==> src/rtl/seg_scan_driver_if.sv <==
// Bundle between the board's data/control logic and the seven-segment scan driver.
// Latency: wires only, no storage.
// Backpressure: none; the driver always accepts Load and drives the pins continuously.
interface seg_scan_driver_if #(
  parameter int DIGITS   = 4,
  parameter int DIM_BITS = 3
);
  logic                  EN;
  logic [4*DIGITS-1:0]   Data_Hex;
  logic [DIGITS-1:0]     DP;
  logic                  Load;
  logic                  Blank_Lead;
  logic [DIM_BITS-1:0]   Bright;
  logic [DIGITS-1:0]     COM;
  logic [7:0]            SEG;
  logic                  Frame_Done;

  // Data/control source side
  modport master (
    output EN, Data_Hex, DP, Load, Blank_Lead, Bright,
    input  COM, SEG, Frame_Done
  );

  // Scan driver side
  modport slave (
    input  EN, Data_Hex, DP, Load, Blank_Lead, Bright,
    output COM, SEG, Frame_Done
  );
endinterface

==> src/rtl/seg_scan_driver.sv <==
// Multiplexed N-digit common-cathode seven-segment scanner with frame-synced loading, blanking and PWM dimming.
// Latency: COM/SEG/Frame_Done are registered, 1 cycle behind cnt/idx/display; Load reaches the display at the next frame wrap.
// Backpressure: none; Load is always accepted (last one in a frame wins), scanning free-runs while EN=1.
module seg_scan_driver #(
  parameter int DIGITS   = 4,
  parameter int DIV      = 5000,
  parameter int DIM_BITS = 3
) (
  input  logic               Sys_CLK,
  input  logic               Sys_RST_N,
  seg_scan_driver_if.slave   bus
);

  localparam int CW   = $clog2(DIV);
  localparam int IW   = $clog2(DIGITS);
  localparam int SLOT = DIV / (2 ** DIM_BITS);
  localparam logic [CW-1:0] CNT_MAX = CW'(DIV - 1);
  localparam logic [IW-1:0] IDX_MAX = IW'(DIGITS - 1);

  logic [CW-1:0]         cnt_q, cnt_d;
  logic [IW-1:0]         idx_q, idx_d;
  logic                  pend_q, pend_d;
  logic [4*DIGITS-1:0]   pend_hex_q, pend_hex_d;
  logic [DIGITS-1:0]     pend_dp_q, pend_dp_d;
  logic [4*DIGITS-1:0]   disp_hex_q, disp_hex_d;
  logic [DIGITS-1:0]     disp_dp_q, disp_dp_d;
  logic [DIGITS-1:0]     com_q, com_d;
  logic [7:0]            seg_q, seg_d;
  logic                  fd_q, fd_d;

  logic                  tick, wrap;
  logic [3:0]            cur_hex;
  logic                  cur_dp;
  logic                  cur_lz;
  logic [DIGITS-1:0]     lead_zero;
  logic                  lz_run;
  logic                  blank;
  logic                  lit;
  int                    thr;

  // Glyph segments a..g (dp bit handled separately), a in the MSB.
  function automatic logic [6:0] glyph(input logic [3:0] h);
    logic [6:0] g;
    case (h)
      4'h0: g = 7'h7E;  4'h1: g = 7'h30;  4'h2: g = 7'h6D;  4'h3: g = 7'h79;
      4'h4: g = 7'h33;  4'h5: g = 7'h5B;  4'h6: g = 7'h5F;  4'h7: g = 7'h70;
      4'h8: g = 7'h7F;  4'h9: g = 7'h7B;  4'hA: g = 7'h77;  4'hB: g = 7'h1F;
      4'hC: g = 7'h4E;  4'hD: g = 7'h3D;  4'hE: g = 7'h4F;  default: g = 7'h47;
    endcase
    return g;
  endfunction

  // Slot divider and digit index; both parked at 0 while disabled so re-enable starts on digit 0.
  always_comb begin
    tick  = bus.EN && (cnt_q == CNT_MAX);
    wrap  = tick && (idx_q == IDX_MAX);
    cnt_d = cnt_q;
    idx_d = idx_q;
    if (!bus.EN) begin
      cnt_d = '0;
      idx_d = '0;
    end else if (tick) begin
      cnt_d = '0;
      idx_d = (idx_q == IDX_MAX) ? '0 : idx_q + IW'(1);
    end else begin
      cnt_d = cnt_q + CW'(1);
    end
  end

  // Pending/display double buffer: display only swaps at a frame wrap, so a frame never mixes old and new data.
  always_comb begin
    pend_d     = pend_q;
    pend_hex_d = pend_hex_q;
    pend_dp_d  = pend_dp_q;
    disp_hex_d = disp_hex_q;
    disp_dp_d  = disp_dp_q;
    if (wrap && pend_q) begin
      disp_hex_d = pend_hex_q;
      disp_dp_d  = pend_dp_q;
      pend_d     = 1'b0;
    end
    // A Load on the wrap cycle lands in pending after the old pending moved to the display.
    if (bus.Load) begin
      pend_hex_d = bus.Data_Hex;
      pend_dp_d  = bus.DP;
      pend_d     = 1'b1;
    end
  end

  // Leading-zero flags: digit i is a leading zero when it and every digit above it are 0.
  always_comb begin
    lead_zero = '0;
    lz_run    = 1'b1;
    for (int i = DIGITS - 1; i >= 0; i--) begin
      lz_run       = lz_run && (disp_hex_q[4*i +: 4] == 4'h0);
      lead_zero[i] = lz_run;
    end
  end

  // Output next-state: current digit select, PWM gate, glyph with optional blanking and DP.
  always_comb begin
    cur_hex = '0;
    cur_dp  = 1'b0;
    cur_lz  = 1'b0;
    thr     = (int'(bus.Bright) + 1) * SLOT;
    lit     = bus.EN && (int'(cnt_q) < thr);
    com_d   = '0;
    for (int i = 0; i < DIGITS; i++) begin
      if (idx_q == IW'(i)) begin
        cur_hex  = disp_hex_q[4*i +: 4];
        cur_dp   = disp_dp_q[i];
        cur_lz   = lead_zero[i];
        com_d[i] = lit;
      end
    end
    blank = bus.Blank_Lead && (idx_q != '0) && cur_lz;
    seg_d = bus.EN ? {glyph(cur_hex) & {7{~blank}}, cur_dp} : 8'h00;
    fd_d  = wrap;
  end

  // State and registered outputs; reset clears everything asynchronously.
  always_ff @(posedge Sys_CLK or negedge Sys_RST_N) begin
    if (!Sys_RST_N) begin
      cnt_q      <= '0;
      idx_q      <= '0;
      pend_q     <= 1'b0;
      pend_hex_q <= '0;
      pend_dp_q  <= '0;
      disp_hex_q <= '0;
      disp_dp_q  <= '0;
      com_q      <= '0;
      seg_q      <= '0;
      fd_q       <= 1'b0;
    end else begin
      cnt_q      <= cnt_d;
      idx_q      <= idx_d;
      pend_q     <= pend_d;
      pend_hex_q <= pend_hex_d;
      pend_dp_q  <= pend_dp_d;
      disp_hex_q <= disp_hex_d;
      disp_dp_q  <= disp_dp_d;
      com_q      <= com_d;
      seg_q      <= seg_d;
      fd_q       <= fd_d;
    end
  end

  assign bus.COM        = com_q;
  assign bus.SEG        = seg_q;
  assign bus.Frame_Done = fd_q;

endmodule

==> src/flat_wrapper.sv <==
// flat-port wrapper written by rule: the top's interface ports become plain ports
module seg_scan_driver_flat 
#(
  parameter int DIGITS   = 4,
  parameter int DIV      = 5000,
  parameter int DIM_BITS = 3
)
  (Sys_CLK, Sys_RST_N, bus_EN, bus_Data_Hex, bus_DP, bus_Load, bus_Blank_Lead, bus_Bright, bus_COM, bus_SEG, bus_Frame_Done);
  seg_scan_driver_if #(.DIGITS(DIGITS), .DIM_BITS(DIM_BITS)) bus_i ();
  input  logic Sys_CLK;
  input  logic Sys_RST_N;
  input wire logic [$bits(bus_i.EN)-1:0] bus_EN;
  input wire logic [$bits(bus_i.Data_Hex)-1:0] bus_Data_Hex;
  input wire logic [$bits(bus_i.DP)-1:0] bus_DP;
  input wire logic [$bits(bus_i.Load)-1:0] bus_Load;
  input wire logic [$bits(bus_i.Blank_Lead)-1:0] bus_Blank_Lead;
  input wire logic [$bits(bus_i.Bright)-1:0] bus_Bright;
  output wire logic [$bits(bus_i.COM)-1:0] bus_COM;
  output wire logic [$bits(bus_i.SEG)-1:0] bus_SEG;
  output wire logic [$bits(bus_i.Frame_Done)-1:0] bus_Frame_Done;
  assign bus_i.EN = bus_EN;
  assign bus_i.Data_Hex = bus_Data_Hex;
  assign bus_i.DP = bus_DP;
  assign bus_i.Load = bus_Load;
  assign bus_i.Blank_Lead = bus_Blank_Lead;
  assign bus_i.Bright = bus_Bright;
  assign bus_COM = bus_i.COM;
  assign bus_SEG = bus_i.SEG;
  assign bus_Frame_Done = bus_i.Frame_Done;
  seg_scan_driver #(.DIGITS(DIGITS), .DIV(DIV), .DIM_BITS(DIM_BITS)) u_core (.Sys_CLK(Sys_CLK), .Sys_RST_N(Sys_RST_N), .bus(bus_i));
endmodule
==> config.mk <==
export PLATFORM = sky130hd
export DESIGN_NAME = seg_scan_driver_flat
export DESIGN_NICKNAME = d
export VERILOG_FILES = /design/src/rtl/seg_scan_driver_if.sv /design/src/rtl/seg_scan_driver.sv /design/src/flat_wrapper.sv
export SDC_FILE = /design/constraint.sdc
export NUM_CORES = 1
export LEC_CHECK = 0
export BUFFER_PORTS_ARGS = -buffer_cell sky130_fd_sc_hd__buf_4
export CAP_MARGIN = 20
export CORE_MARGIN = 1
export CORE_UTILIZATION = 59
export CTS_CLUSTER_DIAMETER = 80
export DETAILED_ROUTE_END_ITERATION = 7
export PLACE_DENSITY = 0.8
export SYNTH_ARGS = -nofsm -noshare
export SYNTH_HDL_FRONTEND = slang
export SYNTH_SLANG_ARGS = --single-unit
==> constraint.sdc <==
create_clock -name Sys_CLK -period 2.7 [get_ports Sys_CLK]
set_input_delay 0.405 -clock Sys_CLK [delete_from_list [all_inputs] [get_ports Sys_CLK]]
set_output_delay 0.405 -clock Sys_CLK [all_outputs]
set_load 0.02 [all_outputs]
## Word level (Yosys, flattened, before mapping)

Memories as Yosys holds them, arrays and structs flattened.
Index checks and enable logic that the tools add are counted.

- Memory bits (read-only): 112
- Register bits: 69
- Memories: 1
- Logic and storage cells: 63
- Output and inout port bits: 13

- Bitwise gates (word level): 2
- Multipliers: 1
- Multiplexer cells: 24
- Magnitude comparators: 1
- Eq/ne operators: 5
- Reductions and logical operators: 16
- $add $sub $neg: 3

Memory list:

| memory | depth | bits a word | read ports | clocked after Yosys merged registers in | wr ports | RTL line | source |
|---|---|---|---|---|---|---|---|
| (name not given) | 16 | 7 | 1 | 0 | 0 | seg_scan_driver.sv:44 | `case (h)` |

Operators by type and width:

| kind | number |
|---|---|
| 14-bit by 32-bit < comparator with 1-bit output | 1 |
| 32-bit by 11-bit multiplier with 32-bit output (second input constant) | 1 |
| 13-bit 2-to-1 mux | 2 |
| 4-bit logical NOT | 4 |
| 4-bit 2-to-1 mux | 4 |
| 1-bit 2-to-1 mux | 14 |
| 13-bit by 1-bit adder with 13-bit output (second input constant) | 1 |
| 13-bit equality test (second input constant) | 1 |
| 1-bit logical AND | 9 |
| 8-bit 2-to-1 mux | 1 |
| 7-bit AND | 1 |
| 2-bit 2-to-1 mux | 3 |
| 3-bit by 1-bit adder with 4-bit output (second input constant) | 1 |
| 2-bit equality test (second input constant) | 2 |
| 2-bit nonzero test | 2 |
| 2-bit by 1-bit adder with 2-bit output (second input constant) | 1 |
| 2-bit by 1-bit equality test with 1-bit output (second input constant) | 1 |
| 2-bit logical NOT | 1 |
| 2-bit by 1-bit inequality test with 1-bit output (second input constant) | 1 |
| 1-bit inverter | 1 |

## Depth between registers and ports, before layout

Gate-level depths: netlist of the first run.

- Depth after elaboration: 12
- Gate-level depth with buffers: 18
- Mapped depth without buffers: 18

## Least setup slack after synthesis of the first run

OpenSTA, ideal clock, no wires.

- Path kind: input-to-reg
- From: input port bus_Bright[0]
- To: register u_core.com_q[3], in the netlist u_core.bus.COM[3]
- Setup time: 0.099 ns
- Stages: 18
- Buffers on the path: 0
- Arrival: 3.662 ns
- Data required time: 2.601 ns
- Setup slack: -1.061 ns
- Path through: ha_1 -> xnor2_1 -> inv_1 -> ha_1 -> ha_1 -> ha_1 -> inv_1 -> fa_1 -> nor2b_1 -> o21ai_0 -> nor2b_1 -> xnor2_1 -> ha_1 -> and4_1 -> nand3_1 -> a21oi_1 -> a211o_1 -> a311oi_1

- Word-level cells in the longest chain between the ends: 5

RTL lines:

| item | RTL line | source |
|---|---|---|
| start: declaration | flat_wrapper.sv:17 | `input wire logic [$bits(bus_i.Bright)-1:0] bus_Bright;` |
| 3-bit by 1-bit adder with 4-bit output | seg_scan_driver.sv:105 | `thr = (int'(bus.Bright) + 1) * SLOT;` |
| 32-bit by 11-bit multiplier with 32-bit output | seg_scan_driver.sv:105 |  |
| 14-bit by 32-bit < comparator with 1-bit output | seg_scan_driver.sv:106 | `lit = bus.EN && (int'(cnt_q) < thr);` |
| 1-bit logical AND | seg_scan_driver.sv:106 |  |
| 1-bit 2-to-1 mux | seg_scan_driver.sv:109 | `if (idx_q == IW'(i)) begin` |
| named net u_core.com_d[3] | seg_scan_driver.sv:27 | `logic [DIGITS-1:0] com_q, com_d;` |
| end signal: assignment | seg_scan_driver.sv:142 | `com_q <= com_d;` |
| end: declaration | seg_scan_driver.sv:27 |  |

The timed path passes the listed nets, and every way through them passes these cells.
A chain may end at the register's enable or synchronous reset.

## Worst setup path in the final report of the first run

- From: input port bus_Bright[1]
- To: register u_core.com_q[0], in the netlist u_core.bus.COM[0]

Same word-level chain as after synthesis.

==> impl_metrics.csv, run 1 <==
group,metric,value,unit
cells_and_area,n_antenna_cell,0,
route,dr.pass1.iters,4,
synth,yosys-mux-area-fraction,12.75,%
critical_path,crit_type,"in -> reg",
synth,synth_top_area_share,44.88,%
synth,yosysTopAreaCell,"dfrtp_1",
critical_path,critPathRequiredTime,2970,ps
global_routing,grt_pass1_vias,2850,
global_routing,grt_max_degree,70,
route,wl_per_cell,17.96,um
timing,fin_crit_sh,124.7,%
clock_network,clkTransAtPathRegs,70,ps
critical_path,endpoint_kind,"register",
status,status,"finished with violations",
timing,fmax,297.0,MHz
synth,synthCells,339,
synth,async_reset_ff_share,100.0,%
synth,synth_edf_count,0,
route,drc,0,
synth,synth.distinct_cells,50,
synth,synth_common_cells,"dfrtp_1, mux2_2, ha_1",
critical_path,path_cells,"buf_8 > ha_4 > buf_6 > xnor2_2 > ha_1 > ha_4 > ha_2 > a221o_1 > nand2_2 > a21oi_2 > xnor2_1 > ha_1 > buf_6 > a21oi_4 > o21ai_2 > a211o_1 > buf_6 > o21ai_2",
critical_path,cpMostUsedCell,"buf_6",
power_and_ir_drop,p_leak,0.002307,uW
timing,slew_headroom,42.30,%
floorplan,rows,29,
status,violations,"negative setup slack",
floorplan,dieArea,6848,um^2
synth,seq_area_frac_synth,44.88,%
route,ant_nets,0,
floorplan,io_pins,41,
synth,synthXorXnorAreaFrac,4.098,%
clock_network,clock_path_buffers,2,
global_routing,grt_remaining_overflow,0,
global_routing,grt_usage,26.45,%
synth,synth-simple-area-share,12.39,%
floorplan,core_area,6314,um^2
critical_path,cp_max_fo,4,
timing,finalCriticalPeriod,3368,ps
placed_design,routabilityCongestion,0.8241,
clock_network,cts_buffers,9,
power_and_ir_drop,total_power,2605,uW
placed_design,dp_cells,464,
synth,synth_top_flop_cell,"dfrtp_1",
synth,synth_fa_ha_area_share,11.58,%
synth,avgSynthCellArea,11.35,um^2
critical_path,critPathMaxStageDelay,350,ps
synth,synth.top_cells.by_area,"dfrtp_1, mux2_2, ha_1",
critical_path,r2r_cells,7,
synth,synth-seq-cells,69,
cells_and_area,fin_cells,488,
route,via_count,2871,
synth,synth_top_family_by_area,"multiplexers",
cells_and_area,syn2layout_area_growth,27.61,%
timing,finalClockSkew,9.377,ps
critical_path,worstPathArrival,3640,ps
critical_path,cp_slowest_cell,"a221o_1",
synth,ys.warnings.count,0,
power_and_ir_drop,ir_worst_vdd,0.4152,mV
route,wl,8.763,mm
placed_design,dp_hpwl,5.558,mm
cells_and_area,finalNetCount,469,
timing,final_max_slew_viol_count,0,
critical_path,cp-start-kind,"input pin",
clock_network,cts.htree.levels,3,
timing,rsz0062_at_grt,"true",
clock_network,cts_hold_buf,0,
timing,tightest_slew,865.5,ps
clock_network,cts_tree,"done",
synth,synth_nets,402,
placed_design,post-place-ws,-1115,ps
floorplan,initial_core_util,60.94,%
route,drt_iter0_drc,187,
floorplan,fp.dieH,82.76,um
placed_design,io_buffers,40,
synth,syn_area,3847,um^2
cells_and_area,final_layout_size_suffix_gt1_share,40.88,%
run,drv_cap,0,
floorplan,chipWidth,82.76,um
timing,setup_violations,4,
clock_network,cts-root-buf,"clkbuf_8",
timing,timing.final.ws_setup,-667.5,ps
cells_and_area,final_core_util,77.76,%
global_routing,grt_pass1_wl,13.29,mm
global_routing,antenna_found_initial,0,
synth,yosysMostFrequentCell,"dfrtp_1",
clock_network,numClockSinks,69,
timing,hold_viol_final,0,
power_and_ir_drop,powerDensity,530.6,nW/um^2
clock_network,clock_latency,350,ps
route,routed_via_density,5.883,
hold_path,hp-class,"in -> async",
synth,synth_compound_area_share,11.09,%
[path summary, 6_finish.rpt]
kind	start	end	slack, ps
min in group Sys_CLK	bus_Data_Hex[9]	u_core.pend_hex_q[9]$_DFFE_PN0P_	280
max in group asynchronous	Sys_RST_N	u_core.disp_hex_q[3]$_DFFE_PN0P_	1970
hold reg to reg	u_core.pend_dp_q[2]$_DFFE_PN0P_	u_core.pend_dp_q[2]$_DFFE_PN0P_	510
setup reg to reg	u_core.idx_q[1]$_DFFE_PN0P_	u_core.bus.SEG[2]$_DFF_PN0_	160
setup / recovery	bus_Bright[1]	u_core.bus.COM[0]$_DFF_PN0_	-670
hold / removal	Sys_RST_N	u_core.disp_dp_q[3]$_DFFE_PN0P_	170
[worst max-delay path, delay by kind of cell]
kind	cells	cell delay, ps
adder cells (fa/ha/maj)	5	1220
buffers and inverters	4	530
AO/OA/AOI/OAI	6	1080
AND/OR/NAND/NOR	1	90
XOR/XNOR	2	340
[area by class of cell]
cell class,instances,area (um^2)
clock buffer,9,123.9
clock inverter,7,122.6
fill,385,1404
inverter,16,60.06
multi-input combinational,243,2247
sequential,69,1727
tap,77,96.34
timing repair buffer,67,533.0
[cells in the final DEF (no fill, tap or decap), drive strengths merged, types with 2 or more instances in the layout]
master and instances:
o31a 2, o31ai 3, and3 4, dfrtp 69, nor2 20, nand3 13, and4 6, o221a 3
mux2i 4, and2 2, o21bai 3, nor4b 2, a21oi 15, mux2 40, a211o 2, or4b 2
inv 17, nand3b 2, nor2b 5, o21ai 12, a211oi 5, nor4 2, nand2 19, clkbuf 9
xnor2 9, nand2b 2, a31oi 2, clkinvlp 2, bufinv 3, buf 67, o211a 2, nor3 6
ha 34, xor2 9, o21a 3
[timing repair]
action	CTS	global route
cloned	0	0
pin swaps	18	20
endpoints found under the setup margin	4	5
setup buffers	7	2
gates resized for setup	11	34
[report_power, final]
part	internal [uW]	switching (uW)
combinational	250	222
clock	618	418
sequential	1070	24.8
[routing by layer]
layer / share of wire (%) / up-vias / global-route usage [%]
met1: 43 / 1411 / 33.55
li1: - / 1358 / -
met4: 2.2 / 0 / 10.86
met3: 4.1 / 18 / 6.044
met5: 0 / - / 0
met2: 51 / 84 / 43.52
[flip-flops by register name, indices dropped and copies added, names as in the netlist]
name and cells:
u_core.bus.Frame_Done 1, u_core.pend_q 1, u_core.idx_q 2, u_core.bus.SEG 8
u_core.disp_dp_q 4, u_core.cnt_q 13, u_core.bus.COM 4, u_core.pend_hex_q 16
u_core.pend_dp_q 4, u_core.disp_hex_q 16
[stage by stage]
step	area (um^2)	TNS [ps]	hold slack, ps
floorplan	3887	-2943	109.4
finish	4910	-2609	165.9
detailed placement	4363	-4185	493.2
global route	4910	-3207	228.5
CTS	4703	-2667	192.8
global placement	4363	-3631	468.1
[logic make-up (layout without fill, tap and decap cells)]
group | count (synthesis) | count (layout)
buf+inv | 27 | 99
fa+ha+maj | 35 | 35
flops | 69 | 69
compound gates | 58 | 58
xor+xnor | 18 | 18
simple gates | 88 | 88
mux | 44 | 44
Note: power is estimated with default switching activity, not from simulation.
==> run 2, diff against run 1 <==
==> constraint.sdc (replaced) <==
create_clock -name Sys_CLK -period 2.7 [get_ports Sys_CLK]
set_input_delay 0.54 -clock Sys_CLK [delete_from_list [all_inputs] [get_ports Sys_CLK]]
set_output_delay 0.54 -clock Sys_CLK [all_outputs]
set_load 0.02 [all_outputs]
==> impl_metrics.csv, run 2 (synthesis results as in run 1) <==
group,metric,value,unit
timing,finalCriticalPeriod,3542,ps
timing,fmax,282.3,MHz
power_and_ir_drop,p_leak,0.002248,uW
route,wl_per_cell,16.39,um
clock_network,clock_latency,340,ps
critical_path,r2r_cells,10,
cells_and_area,n_antenna_cell,0,
placed_design,dp_hpwl,5.563,mm
cells_and_area,final_core_util,74.34,%
route,drc,0,
critical_path,critPathRequiredTime,2940,ps
cells_and_area,fillers,450,
timing,rsz0062_at_grt,"true",
clock_network,clkTransAtPathRegs,70,ps
placed_design,placedInstanceArea,4363,um^2
route,dr.pass1.iters,4,
critical_path,worstPathArrival,3780,ps
floorplan,rows,29,
floorplan,dieArea,6848,um^2
critical_path,cp-start-kind,"input pin",
timing,slew_headroom,42.83,%
cells_and_area,final_common_cell,"dfrtp_1",
timing,fin_crit_sh,131.2,%
timing,setup_violations,4,
clock_network,cts.htree.levels,3,
critical_path,crit_type,"in -> reg",
timing,finalClockSkew,8.553,ps
clock_network,clock_path_buffers,2,
critical_path,cp_max_fo,4,
timing,timing.hold.ws,312.7,ps
hold_path,hp-class,"in -> async",
cells_and_area,design_area,4693,um^2
clock_network,cts-root-buf,"clkbuf_8",
cells_and_area,multi_input_area,2103,um^2
global_routing,antenna_found_initial,0,
timing,timing.final.ws_setup,-842.1,ps
global_routing,grt_remaining_overflow,0,
global_routing,grt_max_degree,70,
global_routing,grt_pass1_wl,12.63,mm
critical_path,endpoint_kind,"register",
route,via_count,2792,
status,violations,"negative setup slack",
cells_and_area,finalNetCount,467,
floorplan,core_area,6314,um^2
timing,hold_viol_final,0,
global_routing,grt_usage,25.16,%
timing,tightest_slew,857.6,ps
timing,final_max_slew_viol_count,0,
power_and_ir_drop,powerDensity,496.1,nW/um^2
power_and_ir_drop,total_power,2328,uW
clock_network,numClockSinks,69,
placed_design,routabilityCongestion,0.8243,
floorplan,fp.dieH,82.76,um
cells_and_area,syn2layout_area_growth,21.98,%
cells_and_area,largestRegisters,"u_core.disp_hex_q x16, u_core.pend_hex_q x16, u_core.cnt_q x13",
cells_and_area,final_layout_size_suffix_gt1_share,36.43,%
global_routing,grt_pass1_vias,2660,
power_and_ir_drop,ir_worst_vdd,0.4131,mV
route,ant_nets,0,
status,status,"finished with violations",
placed_design,post-place-ws,-1227,ps
cells_and_area,final_cell_mix,"dfrtp_1, buf_4, mux2_2, ha_1, nor2_1",
clock_network,cts_buffers,9,
run,drv_cap,0,
floorplan,io_pins,41,
route,routed_via_density,5.745,
route,drt_iter0_drc,142,
clock_network,cts_tree,"done",
floorplan,initial_core_util,60.94,%
placed_design,io_buffers,40,
floorplan,chipWidth,82.76,um
route,wl,7.966,mm
cells_and_area,seqCellArea,1727,um^2
run 2: cell types whose count changed in the layout (fill, tap and decap cells not counted), sizes merged:
cell      before  now
clkbuf         9   10
bufinv         3    1
inv           17   16
buf           67   65
clkinv         1    2
clkinvlp       2    3
run 2: final cells by class:
class                      instances  area share (%)
sequential                        69           36.79
clock buffer                      10           2.933
tap                               77           2.053
multi-input combinational        243           44.81
timing repair buffer              65           10.80
inverter                          16           1.280
clock inverter                     6           1.333
run 2: routing by layer:
layer	track usage (%)	wire (um)	up-vias
met5	0	0	-
li1	-	-	1358
met1	33.57	3748	1378
met2	41.39	3924	49
met4	6.897	70	0
met3	5.385	222	7
run 2: what timing repair did:
| item | 4_1_cts | 5_1_grt |
|---|---|---|
| buffers inserted | 7 | 1 |
| pin swaps | 9 | 9 |
| hold buffers | 0 | 0 |
| setup endpoints to repair | 4 | 5 |
| resized for setup | 5 | 14 |
| cloned | 0 | 0 |
run 2: metrics by stage:
stage | setup TNS (ps) | instances
after global placement | -4170 | 464
after CTS | -3159 | 487
after detailed placement | -4645 | 464
after floorplan | -3483 | 339
after global routing | -3728 | 486
final | -3167 | 486
run 2: worst max-delay path, stage by stage:
cell,delay (ps)
buf_8,110
ha_4,160
xnor2_2,160
inv_1,70
ha_1,270
ha_1,280
ha_2,180
inv_2,40
fa_2,320
nor2b_1,120
o21ai_1,100
nor2b_4,150
xnor2_2,130
ha_1,290
and4_1,170
nand3_1,70
a21oi_1,40
a211o_1,340
a311oi_1,230
run 2: worst paths after layout:
kind,slack (ps),end,from
hold reg to reg,510,u_core.pend_hex_q[11]$_DFFE_PN0P_,u_core.pend_hex_q[11]$_DFFE_PN0P_
min in group Sys_CLK,420,u_core.pend_hex_q[4]$_DFFE_PN0P_,bus_Data_Hex[4]
setup reg to reg,190,u_core.bus.SEG[6]$_DFF_PN0_,u_core.idx_q[0]$_DFFE_PN0P_
max in group asynchronous,1840,u_core.bus.SEG[7]$_DFF_PN0_,Sys_RST_N
hold / removal,310,u_core.disp_dp_q[3]$_DFFE_PN0P_,Sys_RST_N
setup / recovery,-840,u_core.bus.COM[3]$_DFF_PN0_,bus_Bright[1]
run 2: report_power, final:
group | leakage (uW) | total (uW) | switching [uW] | internal [uW]
Sequential | 0.000895 | 1100 | 23.9 | 1070
Clock | 0.0000943 | 848 | 399 | 448
Combinational | 0.00126 | 385 | 179 | 205
